--- src/rtl/rsa_pkg.sv ---
// Shared constants and FSM state encoding for the modexp_ctrl exponentiation sequencer.
package rsa_pkg;

    localparam int DEF_WIDTH     = 16;
    localparam int DEF_EXP_WIDTH = 16;
    localparam int DEF_CNT_WIDTH = 32;

    // Fixed start-to-done latency of the reference multiplier used by the bench.
    localparam int MUL_LAT = 4;

    typedef enum logic [2:0] {
        IDLE,
        SQR_REQ,
        SQR_WAIT,
        MUL_REQ,
        MUL_WAIT,
        DONE
    } state_t;

endpackage

--- src/rtl/modexp_ctrl_if.sv ---
// Start/done handshake between the exponentiation sequencer and the shared modular multiplier.
interface modexp_ctrl_if
    import rsa_pkg::*;
#(
    parameter int WIDTH = DEF_WIDTH
);
    logic             mul_start;
    logic [WIDTH-1:0] mul_a;
    logic [WIDTH-1:0] mul_b;
    logic [WIDTH-1:0] mul_n;
    logic             mul_done;
    logic [WIDTH-1:0] mul_p;

    modport master (
        output mul_start, mul_a, mul_b, mul_n,
        input  mul_done, mul_p
    );

    modport slave (
        input  mul_start, mul_a, mul_b, mul_n,
        output mul_done, mul_p
    );
endinterface

--- src/rtl/modexp_ctrl.sv ---
// Left-to-right square-and-multiply sequencer driving an external modular multiplier.
// Define MODEXP_CONST_TIME_EN to issue a (possibly dummy) multiply on every exponent bit.
module modexp_ctrl
    import rsa_pkg::*;
#(
    parameter int WIDTH     = DEF_WIDTH,
    parameter int EXP_WIDTH = DEF_EXP_WIDTH,
    parameter int CNT_WIDTH = DEF_CNT_WIDTH
) (
    input  logic                 clk,
    input  logic                 rst,
    input  logic                 start,
    input  logic [WIDTH-1:0]     base,
    input  logic [EXP_WIDTH-1:0] exponent,
    input  logic [WIDTH-1:0]     modulus,
    output logic                 busy,
    output logic                 done,
    output logic [WIDTH-1:0]     result,
    output logic                 err,
    output logic [CNT_WIDTH-1:0] cycle_cnt,
    modexp_ctrl_if.master        mul
);
    localparam int                   IDX_W   = (EXP_WIDTH > 1) ? $clog2(EXP_WIDTH) : 1;
    localparam logic [IDX_W-1:0]     IDX_TOP = IDX_W'(EXP_WIDTH - 1);
    localparam logic [IDX_W-1:0]     IDX_ONE = IDX_W'(1);
    localparam logic [CNT_WIDTH-1:0] CNT_ONE = CNT_WIDTH'(1);
    localparam logic [WIDTH-1:0]     ONE     = WIDTH'(1);

    state_t               state;
    logic [WIDTH-1:0]     base_q;
    logic [EXP_WIDTH-1:0] exp_q;
    logic [IDX_W-1:0]     idx;
    logic [CNT_WIDTH-1:0] cnt;
    logic                 bit_set;
    logic                 last_bit;
    logic                 do_mul;
    logic [WIDTH-1:0]     mul_keep;

    // mul.mul_a carries the running accumulator while a request is in flight,
    // so it doubles as acc and no separate register is kept.
    assign bit_set  = exp_q[idx];
    assign last_bit = (idx == '0);

`ifdef MODEXP_CONST_TIME_EN
    assign do_mul   = 1'b1;
    assign mul_keep = bit_set ? mul.mul_p : mul.mul_a;
`else
    assign do_mul   = bit_set;
    assign mul_keep = mul.mul_p;
`endif

    always_ff @(posedge clk or posedge rst) begin
        if (rst) begin
            state         <= IDLE;
            busy          <= 1'b0;
            done          <= 1'b0;
            err           <= 1'b0;
            result        <= '0;
            cycle_cnt     <= '0;
            mul.mul_start <= 1'b0;
            mul.mul_a     <= '0;
            mul.mul_b     <= '0;
            mul.mul_n     <= '0;
            base_q        <= '0;
            exp_q         <= '0;
            idx           <= '0;
            cnt           <= '0;
        end else begin
            // NOTE: pulse outputs default low here and are re-raised by the one
            // branch below that needs them; the later non-blocking write wins.
            mul.mul_start <= 1'b0;
            done          <= 1'b0;
            if (busy) cnt <= cnt + CNT_ONE;

            case (state)
                IDLE: if (start) begin
                    base_q    <= base;
                    exp_q     <= exponent;
                    mul.mul_n <= modulus;
                    idx       <= IDX_TOP;
                    cnt       <= CNT_ONE;
                    err       <= (modulus == '0);
                    if (modulus == '0) begin
                        result    <= '0;
                        done      <= 1'b1;
                        cycle_cnt <= CNT_ONE;
                        state     <= DONE;
                    end else begin
                        busy          <= 1'b1;
                        mul.mul_start <= 1'b1;
                        mul.mul_a     <= (modulus == ONE) ? '0 : ONE;
                        mul.mul_b     <= (modulus == ONE) ? '0 : ONE;
                        state         <= SQR_REQ;
                    end
                end

                SQR_REQ: state <= SQR_WAIT;

                SQR_WAIT: if (mul.mul_done) begin
                    if (do_mul) begin
                        mul.mul_start <= 1'b1;
                        mul.mul_a     <= mul.mul_p;
                        mul.mul_b     <= base_q;
                        state         <= MUL_REQ;
                    end else if (last_bit) begin
                        busy      <= 1'b0;
                        done      <= 1'b1;
                        result    <= mul.mul_p;
                        cycle_cnt <= cnt + CNT_ONE;
                        state     <= DONE;
                    end else begin
                        idx           <= idx - IDX_ONE;
                        mul.mul_start <= 1'b1;
                        mul.mul_a     <= mul.mul_p;
                        mul.mul_b     <= mul.mul_p;
                        state         <= SQR_REQ;
                    end
                end

                MUL_REQ: state <= MUL_WAIT;

                MUL_WAIT: if (mul.mul_done) begin
                    if (last_bit) begin
                        busy      <= 1'b0;
                        done      <= 1'b1;
                        result    <= mul_keep;
                        cycle_cnt <= cnt + CNT_ONE;
                        state     <= DONE;
                    end else begin
                        idx           <= idx - IDX_ONE;
                        mul.mul_start <= 1'b1;
                        mul.mul_a     <= mul_keep;
                        mul.mul_b     <= mul_keep;
                        state         <= SQR_REQ;
                    end
                end

                DONE: state <= IDLE;

                default: state <= IDLE;
            endcase
        end
    end

endmodule
--- src/flat_wrapper.sv ---
// flat-port wrapper written by rule: the top's interface ports become plain ports
module modexp_ctrl_flat import rsa_pkg::*;
#(
    parameter int WIDTH     = DEF_WIDTH,
    parameter int EXP_WIDTH = DEF_EXP_WIDTH,
    parameter int CNT_WIDTH = DEF_CNT_WIDTH
)
  (clk, rst, start, base, exponent, modulus, busy, done, result, err, cycle_cnt, mul_mul_start, mul_mul_a, mul_mul_b, mul_mul_n, mul_mul_done, mul_mul_p);
  modexp_ctrl_if #(.WIDTH(WIDTH)) mul_i ();
  input  logic clk;
  input  logic rst;
  input  logic start;
  input  logic [WIDTH-1:0] base;
  input  logic [EXP_WIDTH-1:0] exponent;
  input  logic [WIDTH-1:0] modulus;
  output logic busy;
  output logic done;
  output logic [WIDTH-1:0] result;
  output logic err;
  output logic [CNT_WIDTH-1:0] cycle_cnt;
  output wire logic [$bits(mul_i.mul_start)-1:0] mul_mul_start;
  output wire logic [$bits(mul_i.mul_a)-1:0] mul_mul_a;
  output wire logic [$bits(mul_i.mul_b)-1:0] mul_mul_b;
  output wire logic [$bits(mul_i.mul_n)-1:0] mul_mul_n;
  input wire logic [$bits(mul_i.mul_done)-1:0] mul_mul_done;
  input wire logic [$bits(mul_i.mul_p)-1:0] mul_mul_p;
  assign mul_mul_start = mul_i.mul_start;
  assign mul_mul_a = mul_i.mul_a;
  assign mul_mul_b = mul_i.mul_b;
  assign mul_mul_n = mul_i.mul_n;
  assign mul_i.mul_done = mul_mul_done;
  assign mul_i.mul_p = mul_mul_p;
  modexp_ctrl #(.WIDTH(WIDTH), .EXP_WIDTH(EXP_WIDTH), .CNT_WIDTH(CNT_WIDTH)) u_core (.clk(clk), .rst(rst), .start(start), .base(base), .exponent(exponent), .modulus(modulus), .busy(busy), .done(done), .result(result), .err(err), .cycle_cnt(cycle_cnt), .mul(mul_i));
endmodule
--- config.mk ---
export PLATFORM = sky130hd
export DESIGN_NAME = modexp_ctrl_flat
export DESIGN_NICKNAME = d
export VERILOG_FILES = /design/src/rtl/rsa_pkg.sv /design/src/rtl/modexp_ctrl_if.sv /design/src/rtl/modexp_ctrl.sv /design/src/flat_wrapper.sv
export SDC_FILE = /design/constraint.sdc
export NUM_CORES = 1
export LEC_CHECK = 0
export BUFFER_PORTS_ARGS = -buffer_cell sky130_fd_sc_hd__buf_2
export CAP_MARGIN = 20
export CORE_UTILIZATION = 55
export CTS_CLUSTER_SIZE = 20
export DETAILED_ROUTE_END_ITERATION = 10
export MAX_ROUTING_LAYER = met4
export PLACE_DENSITY = 0.8
export REMOVE_ABC_BUFFERS = 1
export SETUP_SLACK_MARGIN = 0.5
export SYNTH_ARGS = -nofsm -noshare
export SYNTH_HDL_FRONTEND = slang
export SYNTH_SLANG_ARGS = --single-unit
--- constraint.sdc ---
create_clock -name clk -period 6.8 [get_ports clk]
set_input_delay 0.68 -clock clk [delete_from_list [all_inputs] [get_ports clk]]
set_output_delay 0.68 -clock clk [all_outputs]
set_load 0.005 [all_outputs]
* After elaboration in Yosys (flattened, before gate mapping)
Cells that the tools add are included.
Storage, ports and cells: RAM bits 0, memories 0, output and inout bits 100, memory bits (read-only) 0, bits of input ports 68, flip-flop bits (word level) 171, logic and storage cells 104, bits in latches 0
Cells by class: add/subtract/negate cells 2, bitwise operators 0, reductions and logical operators 10, magnitude comparators 1, shift operators 0, equal/unequal tests 11, muxes and demuxes 66, div/mod/pow operators 0, multiply operators 0
Operator list (number):
- $mux W32 | 9
- $mux W16 | 16
- $pmux W16 S3 | 3
- $pmux W32 S3 | 1
- $add A32 B1 Y32 const B | 1
- $mux W1 | 20
- $mux W4 | 5
- $mux W3 | 6
- $eq A16 B1 Y1 const B | 1
- $logic_not A16 Y1 | 1
- $pmux W3 S5 | 1
- $pmux W4 S3 | 1
- $reduce_and A6 Y1 | 2
- $ne A2 B2 Y1 const B | 5
- $reduce_and A5 Y1 | 2
- $pmux W1 S3 | 3
- $eq A3 B2 Y1 const B | 2
- $lt A4 B5 Y1 const B | 1
- $bmux W1 S4 | 1
- $logic_not A4 Y1 | 1
- $sub A4 B1 Y4 const B | 1
- $eq A3 B1 Y1 const B | 1
- $eq A3 B3 Y1 const B | 1
- $logic_not A3 Y1 | 1
- 4 further kinds | 4

* Logic depth before layout (Yosys ltp)
Gate-level depths: netlist of the first run.
depth in word-level cells 5, gate-level depth with buffers 11

* Worst setup path after synthesis of the first run
OpenSTA, ideal clock, no wires.
path type input port to flip-flop, from input modulus[4], to register u_core.cycle_cnt[0], buffers on the path 1, path slack 4.219 ns, setup time 0.125 ns, arrival 2.457 ns, stages 8, path through or4_1 -> nor2_1 -> and3_1 -> o41ai_1 -> or2_1 -> buf_6 -> inv_2 -> mux2_2
On the way: longest elaborated chain between the ends 3
Ends and longest elaborated chain:
- start: declaration | line flat_wrapper.sv:15 | input logic [WIDTH-1:0] modulus;
- $logic_not A16 Y1 | line modexp_ctrl.sv:83 | if (modulus == '0) begin
- $ne A2 B1 Y1 (no source line)
- $reduce_and A6 Y1 (no source line)
- end signal: assignment | line modexp_ctrl.sv:109 | cycle_cnt <= cnt + CNT_ONE;
- end signal: assignment | line modexp_ctrl.sv:127 | cycle_cnt <= cnt + CNT_ONE;
- end: declaration | line modexp_ctrl.sv:20 | output logic [CNT_WIDTH-1:0] cycle_cnt,
No other way between the ends. A chain may end at the register's enable or synchronous reset.

* Worst setup path after layout of the first run
from register u_core.state[2], to register u_core.cycle_cnt[27]
On the way: longest elaborated chain between the ends 3, elaborated cells on any way between the ends 11, classes of those cells eq/ne: 7; mux: 1; reduce/logical: 3
Ends and longest elaborated chain:
- start: declaration | line modexp_ctrl.sv:29 | state_t state;
- start signal: assignment | line modexp_ctrl.sv:54 | state <= IDLE;
- start signal: assignment | line modexp_ctrl.sv:87 | state <= DONE;
- start signal: assignment | line modexp_ctrl.sv:93 | state <= SQR_REQ;
- $eq A3 B2 Y1, or another cell as far along | line modexp_ctrl.sv:75 | case (state)
- $ne A2 B2 Y1 (no source line), or another cell as far along
- $reduce_and A6 Y1 (no source line)
Parallel ways exist; a longest one is shown, timed or not.

==> flow_summary.json, run 1 <==
{
  "r2r_start": "u_core.state[2]",
  "layout-drive-gt1-share_pct": 22.9,
  "drt-total-wl_um": 19700,
  "synth_area_leaders": "dfrtp_1 53%, nand2_1 12%, o21ai_0 4.2%",
  "cts_setup_buffers": 0,
  "max_slew.worst_pin.slew_ps": 1010,
  "comb_power_share_pct": 34.9,
  "synth_edf_count": 0,
  "cts_max_level": 4,
  "p_clk_share_pct": 25.1,
  "ios": 168,
  "cts.sinks": 171,
  "cts_tree": "yes",
  "final_cell_mix": "257 x nand2_1, 171 x dfrtp_1, 168 x buf_2",
  "drv_slew": 0,
  "yosysWarnings": 0,
  "cts_buffers": 17,
  "core_um2": 14000,
  "p_switching_mw": 1.44,
  "wire_per_inst_um": 16.6,
  "fin_tns_setup_ps": 0,
  "status": "finished, final reports clean",
  "crit_fanout": 47,
  "async_flop_share_pct": 100,
  "grt_max_degree": 63,
  "holdBufCountCts": 0,
  "gp_congestion": 0.875,
  "timing.fmax_ghz": 0.278,
  "p_leak_nw": 4.71,
  "worstPathArrival_ps": 3900,
  "synth_area_um2": 8000,
  "track_usage_pct": 28.6,
  "dieWidth_um": 123,
  "start_util_pct": 57.0,
  "timing.final.crit_share_pct": 52.8,
  "endpoint_kind": "flop",
  "ys_ff_latch": 171,
  "switching_share_pct": 37.8,
  "final_antenna_net_count": 0,
  "dp.cells": 1153,
  "die_h_um": 123,
  "final_nets": 1066,
  "p_int_mw": 2.38,
  "core.rowCount": 43,
  "synth_area_leader_cell": "dfrtp_1",
  "yosysTopAreaCellShare_pct": 53.5,
  "first_pass_iters": 6,
  "cap_violations": 0,
  "ys_seq_area_share_pct": 53.5,
  "fillers": 1141,
  "max-clock-path-buffers": 2,
  "ctsResizeCount": 0,
  "skew_ps": 9.56,
  "vdd_drop_max_mv": 0.285,
  "r2r_end": "u_core.cycle_cnt[27]",
  "port_buffers": 167,
  "area_growth_syn_to_layout_pct": 19.0,
  "total_power_mw": 3.82,
  "whs_ps": 310,
  "clock_latency_ps": 430,
  "syn_inst": 860,
  "layout_commonest_cell": "nand2_1",
  "fin_cells": 1190,
  "path_class": "flop to flop",
  "vias": 6748,
  "drcViolationCount": 0,
  "slew_headroom_pct": 32.1,
  "grt_remaining_overflow": 0,
  "hold_path.class": "primary input to asynchronous set/reset pin",
  "dp_hpwl_um": 12800,
  "grt_pass1_wl_um": 31800,
  "start_kind": "flop",
  "rsz0062_at_grt": "no",
  "grt_pass1_vias": 6409,
  "required_ps": 7110,
  "ys.flop_type": "dfrtp_1",
  "viasPerCell": 5.67,
  "reg2regPathDepth": 6,
  "synthDistinctLibCells": 48,
  "clk_pin_slew_ps": 60,
  "ctsRootBufferMaster": "clkbuf_16",
  "syn_avg_cell_area_um2": 9.30,
  "drt_iter0_markers": 533,
  "p_seq_share_pct": 39.9,
  "setup_viol": 0,
  "reg2reg_slack_ps": 3210,
  "fp.dieArea_um2": 15000,
  "fin_crit_ps": 3590,
  "hold_violations": 0,
  "antenna_found_initial": 1,
  "power_density_nw_per_um2": 401
}
==> flip-flops by register name, summed over array words and instances, names as in the netlist <==
name	count
u_core.mul.mul_n	16
u_core.result	16
u_core.exp_q	16
u_core.mul.mul_a	16
u_core.base_q	16
u_core.mul.mul_start	1
u_core.idx	4
u_core.mul.mul_b	16
u_core.err	1
u_core.cnt	32
u_core.cycle_cnt	32
u_core.done	1
u_core.state	3
u_core.busy	1
==> layout make-up <==
cell class              count  area, um2  share of cell area [%]
diodes                      1       2.50                  0.0263
clock buffers              19        443                    4.65
clock inverters            13        144                    1.51
inverters                   8       35.0                   0.368
multi-input cells         622       3460                    36.3
flip-flops and latches    171       4280                    44.9
well taps                 180        225                    2.37
repair buffers            176        933                    9.80
==> synth_stat cells (all sizes together) (2+ instances only) <==
cell and count:
or3 9, and3 8, o21ai 79, nand3 16
o2bb2ai 12, and2 3, a21oi 13, nor2 47
o21a 2, buf 13, inv 8, mux2i 18
nand4 15, nand2b 5, o22ai 2, and4 3
nor3 10, dfrtp 171, clkbuf 46, ha 2
xnor2 23, mux2 5, nor4 5, nand2 258
o31ai 17, or4 2, or2 4, mux4 4
xor2 33, a22o 16, nor2b 3
==> metal layers <==
layer / part of all wire, % / global-route usage [%] / wire, um / vias to the layer above
met3: 6.5 / 7.02 / 1280 / 39
met4: 2.1 / 8.61 / 414 / 0
met1: 44 / 38.1 / 8680 / 3289
met2: 47 / 43.3 / 9340 / 258
li1: - / - / - / 3162
met5: 0 / - / 0 / -
==> worst max path at each step <==
stage	startpoint	endpoint	slack (ps)	cells past startpoint
floorplan	rst	u_core.base_q[0]	1490	1
global placement	u_core.state[2]	u_core.mul.mul_a[5]	2920	6
detailed placement	u_core.state[2]	u_core.mul.mul_a[7]	2770	6
CTS	u_core.state[2]	u_core.mul.mul_a[7]	2700	6
global route	u_core.state[2]	u_core.cycle_cnt[27]	2910	6
finish	u_core.state[2]	u_core.cycle_cnt[27]	3210	6
==> worst max-delay path, cell delays in order (launching register included) <==
cell and delay (ps):
dfrtp_1 510, xor2_1 260, nand2b_1 510, o22ai_4 860, or2_2 910, inv_2 110
mux2_2 310
==> through the flow <==
step / utilization, % / area [um2] / worst slack (ps)
after CTS: 67.4 / 9460 / 2700
after detailed placement: 63.2 / 8870 / 2770
after global routing: 67.8 / 9520 / 2910
after floorplan: - / 7750 / 1490
after global placement: 63.2 / 8870 / 2920
final: 67.8 / 9520 / 3210
==> kinds of logic (layout without fill, tap and decap cells) <==
group	after synthesis	count (layout)	share of synthesized area [%]
simple gates	390	390	20.8
flops	171	171	53.5
compound gates	147	147	11.7
buf+inv	67	216	3.57
xor+xnor	56	56	6.13
mux	27	27	4.08
fa+ha+maj	2	2	0.313
other cells	0	1	0
==> power groups by stage <==
| stage | clock, mW | sequential [mW] | combinational [mW] |
|---|---|---|---|
| 6_report | 0.961 | 1.53 | 1.33 |
| 5_1_grt | 1.02 | 1.56 | 1.49 |
| 4_1_cts | 0.974 | 1.52 | 1.30 |
| 3_5_place_dp | 0 | 1.53 | 1.29 |
| 3_3_place_gp | 0 | 1.53 | 1.24 |
| 2_1_floorplan | 0 | 1.50 | 0.799 |
Note: power is estimated with default switching activity, not from simulation.
==> inputs of run 2 (changes only) <==
CORE_UTILIZATION = 50   (was 55)
PLACE_DENSITY = 0.77   (was 0.8)
clock period = 3.1 ns   (was 6.8 ns; I/O delays follow)
==> run 2 against run 1 <==
  * Core utilization down 4.8 points
  * Fmax up 43%
  * Die area up 9.8%
  * Clock power up 120%
  * First-iteration DRC count down 14%
  * Critical path depth up 1
  * Hold slack worse by 250 ps
  * Register-to-register slack worse by 2600 ps
  * Flip-flop and latch count unchanged
  * Sequential power up 120%
  * Critical path type unchanged
  * Largest power group unchanged
==> flow_summary.json, run 2 (synthesis gave the netlist of run 1 again) <==
{
  "status": "finished, final reports clean",
  "cts.sinks": 171,
  "core.rowCount": 45,
  "final_cell_mix": "257 x nand2_1, 170 x dfrtp_1, 167 x buf_2",
  "max_slew.worst_pin.slew_ps": 582,
  "fin_tns_setup_ps": 0,
  "fp.dieArea_um2": 16500,
  "final_antenna_net_count": 0,
  "drt_iter0_markers": 460,
  "max-clock-path-buffers": 2,
  "vdd_drop_max_mv": 0.681,
  "gp_congestion": 0.849,
  "ios": 168,
  "power_density_nw_per_um2": 874,
  "drv_slew": 0,
  "ctsRootBufferMaster": "clkbuf_16",
  "timing.fmax_ghz": 0.399,
  "start_kind": "flop",
  "timing.final.crit_share_pct": 80.9,
  "first_pass_iters": 5,
  "grt_pass1_wl_um": 32700,
  "hold_path.class": "primary input to flop",
  "grt_pass1_vias": 6508,
  "dieWidth_um": 129,
  "grt_remaining_overflow": 0,
  "vias": 6715,
  "r2r_end": "u_core.cycle_cnt[24]",
  "antenna_found_initial": 0,
  "cts_buffers": 17,
  "diodes": 0,
  "core_um2": 15400,
  "wire_per_inst_um": 15.9,
  "drt-total-wl_um": 19700,
  "cts_tree": "yes",
  "crit_fanout": 20,
  "die_h_um": 129,
  "clock_latency_ps": 440,
  "cts_max_level": 4,
  "cap_violations": 0,
  "rsz0062_at_grt": "no",
  "whs_ps": 63.2,
  "port_buffers": 167,
  "dp_hpwl_um": 13400,
  "largestRegisters": "u_core.cnt (32), u_core.cycle_cnt (32)",
  "grt_max_degree": 61,
  "final_nets": 1083,
  "setup_viol": 0,
  "skew_ps": 16.1,
  "place_area_um2": 9060,
  "fin_util_pct": 63.0,
  "r2r_start": "u_core.idx[0]",
  "layout-drive-gt1-share_pct": 24.5,
  "drcViolationCount": 0,
  "hold_violations": 0,
  "required_ps": 3420,
  "endpoint_kind": "flop",
  "path_class": "flop to flop",
  "fin_area_um2": 9720,
  "area_growth_syn_to_layout_pct": 21.4,
  "fin_crit_ps": 2510,
  "p_leak_nw": 4.81,
  "min_to": "u_core.base_q[1]",
  "worstPathArrival_ps": 2820,
  "layout_commonest_cell": "nand2_1",
  "slew_headroom_pct": 61.2,
  "reg2regPathDepth": 7,
  "fillers": 1350,
  "track_usage_pct": 26.3,
  "reg2reg_slack_ps": 590,
  "start_util_pct": 51.9,
  "min_from": "base[1]",
  "viasPerCell": 5.43,
  "holdPathStages": 3,
  "clk_pin_slew_ps": 80
}
run 2: power by group:
| part | total, mW | switching, mW | internal (mW) | leakage, nW |
|---|---|---|---|---|
| Sequential | 3.32 | 0.462 | 2.86 | 2.24 |
| Combinational | 3.01 | 1.81 | 1.20 | 2.28 |
| Clock | 2.15 | 1.00 | 1.15 | 0.292 |
run 2: worst max path at each step:
stage,start,slack [ps],endpoint,cells after the start
after floorplan,rst,-1840,u_core.base_q[0],1
after global placement,u_core.idx[0],410,u_core.cycle_cnt[14],7
after detailed placement,u_core.idx[0],330,u_core.cycle_cnt[24],7
after CTS,u_core.idx[0],500,u_core.cycle_cnt[10],7
after global routing,u_core.idx[0],510,u_core.cycle_cnt[24],7
final,u_core.idx[0],590,u_core.cycle_cnt[24],7
run 2: per-layer routing:
layer  track usage (%)  up-vias  part of all wire, %
met2              41.2      216                   48
met4              9.69        0                  2.3
met1              34.1     3259                   44
li1                  -     3206                    -
met5                 -        -                    0
met3              5.03       34                  5.3
run 2: critical path, stage by stage (launching register included):
cell and delay [ps]:
dfrtp_2 460, mux4_2 510, mux2_2 310, a21oi_4 190, o22ai_4 90, or2_4 310, buf_4 230, o31ai_1 290
run 2: repair_timing:
action / 4_1_cts / 5_1_grt
pin swaps: 0 / 1
gates cloned: 0 / 0
endpoints found under the setup margin: 39 / 21
resized for setup: 2 / 3
hold buffers: 1 / 0
setup buffers: 2 / 1
endpoints found under the hold margin: 58 / 0
run 2: final cells by class:
| class | count | area, um2 | area share [%] |
|---|---|---|---|
| Clock buffer | 17 | 425 | 4.38 |
| Tap cell | 211 | 264 | 2.72 |
| Timing Repair Buffer | 193 | 1060 | 10.9 |
| Inverter | 8 | 35.0 | 0.361 |
| Sequential cell | 171 | 4280 | 44.1 |
| Clock inverter | 15 | 179 | 1.84 |
| Multi-Input combinational cell | 622 | 3470 | 35.8 |
run 2: stage by stage:
step,setup WS [ps],power [mW],std cells
finish,591,8.49,1237
global route,510,9.04,1237
CTS,501,8.51,1236
detailed placement,330,6.32,1201
global placement,406,6.23,1201
floorplan,-1840,5.04,801
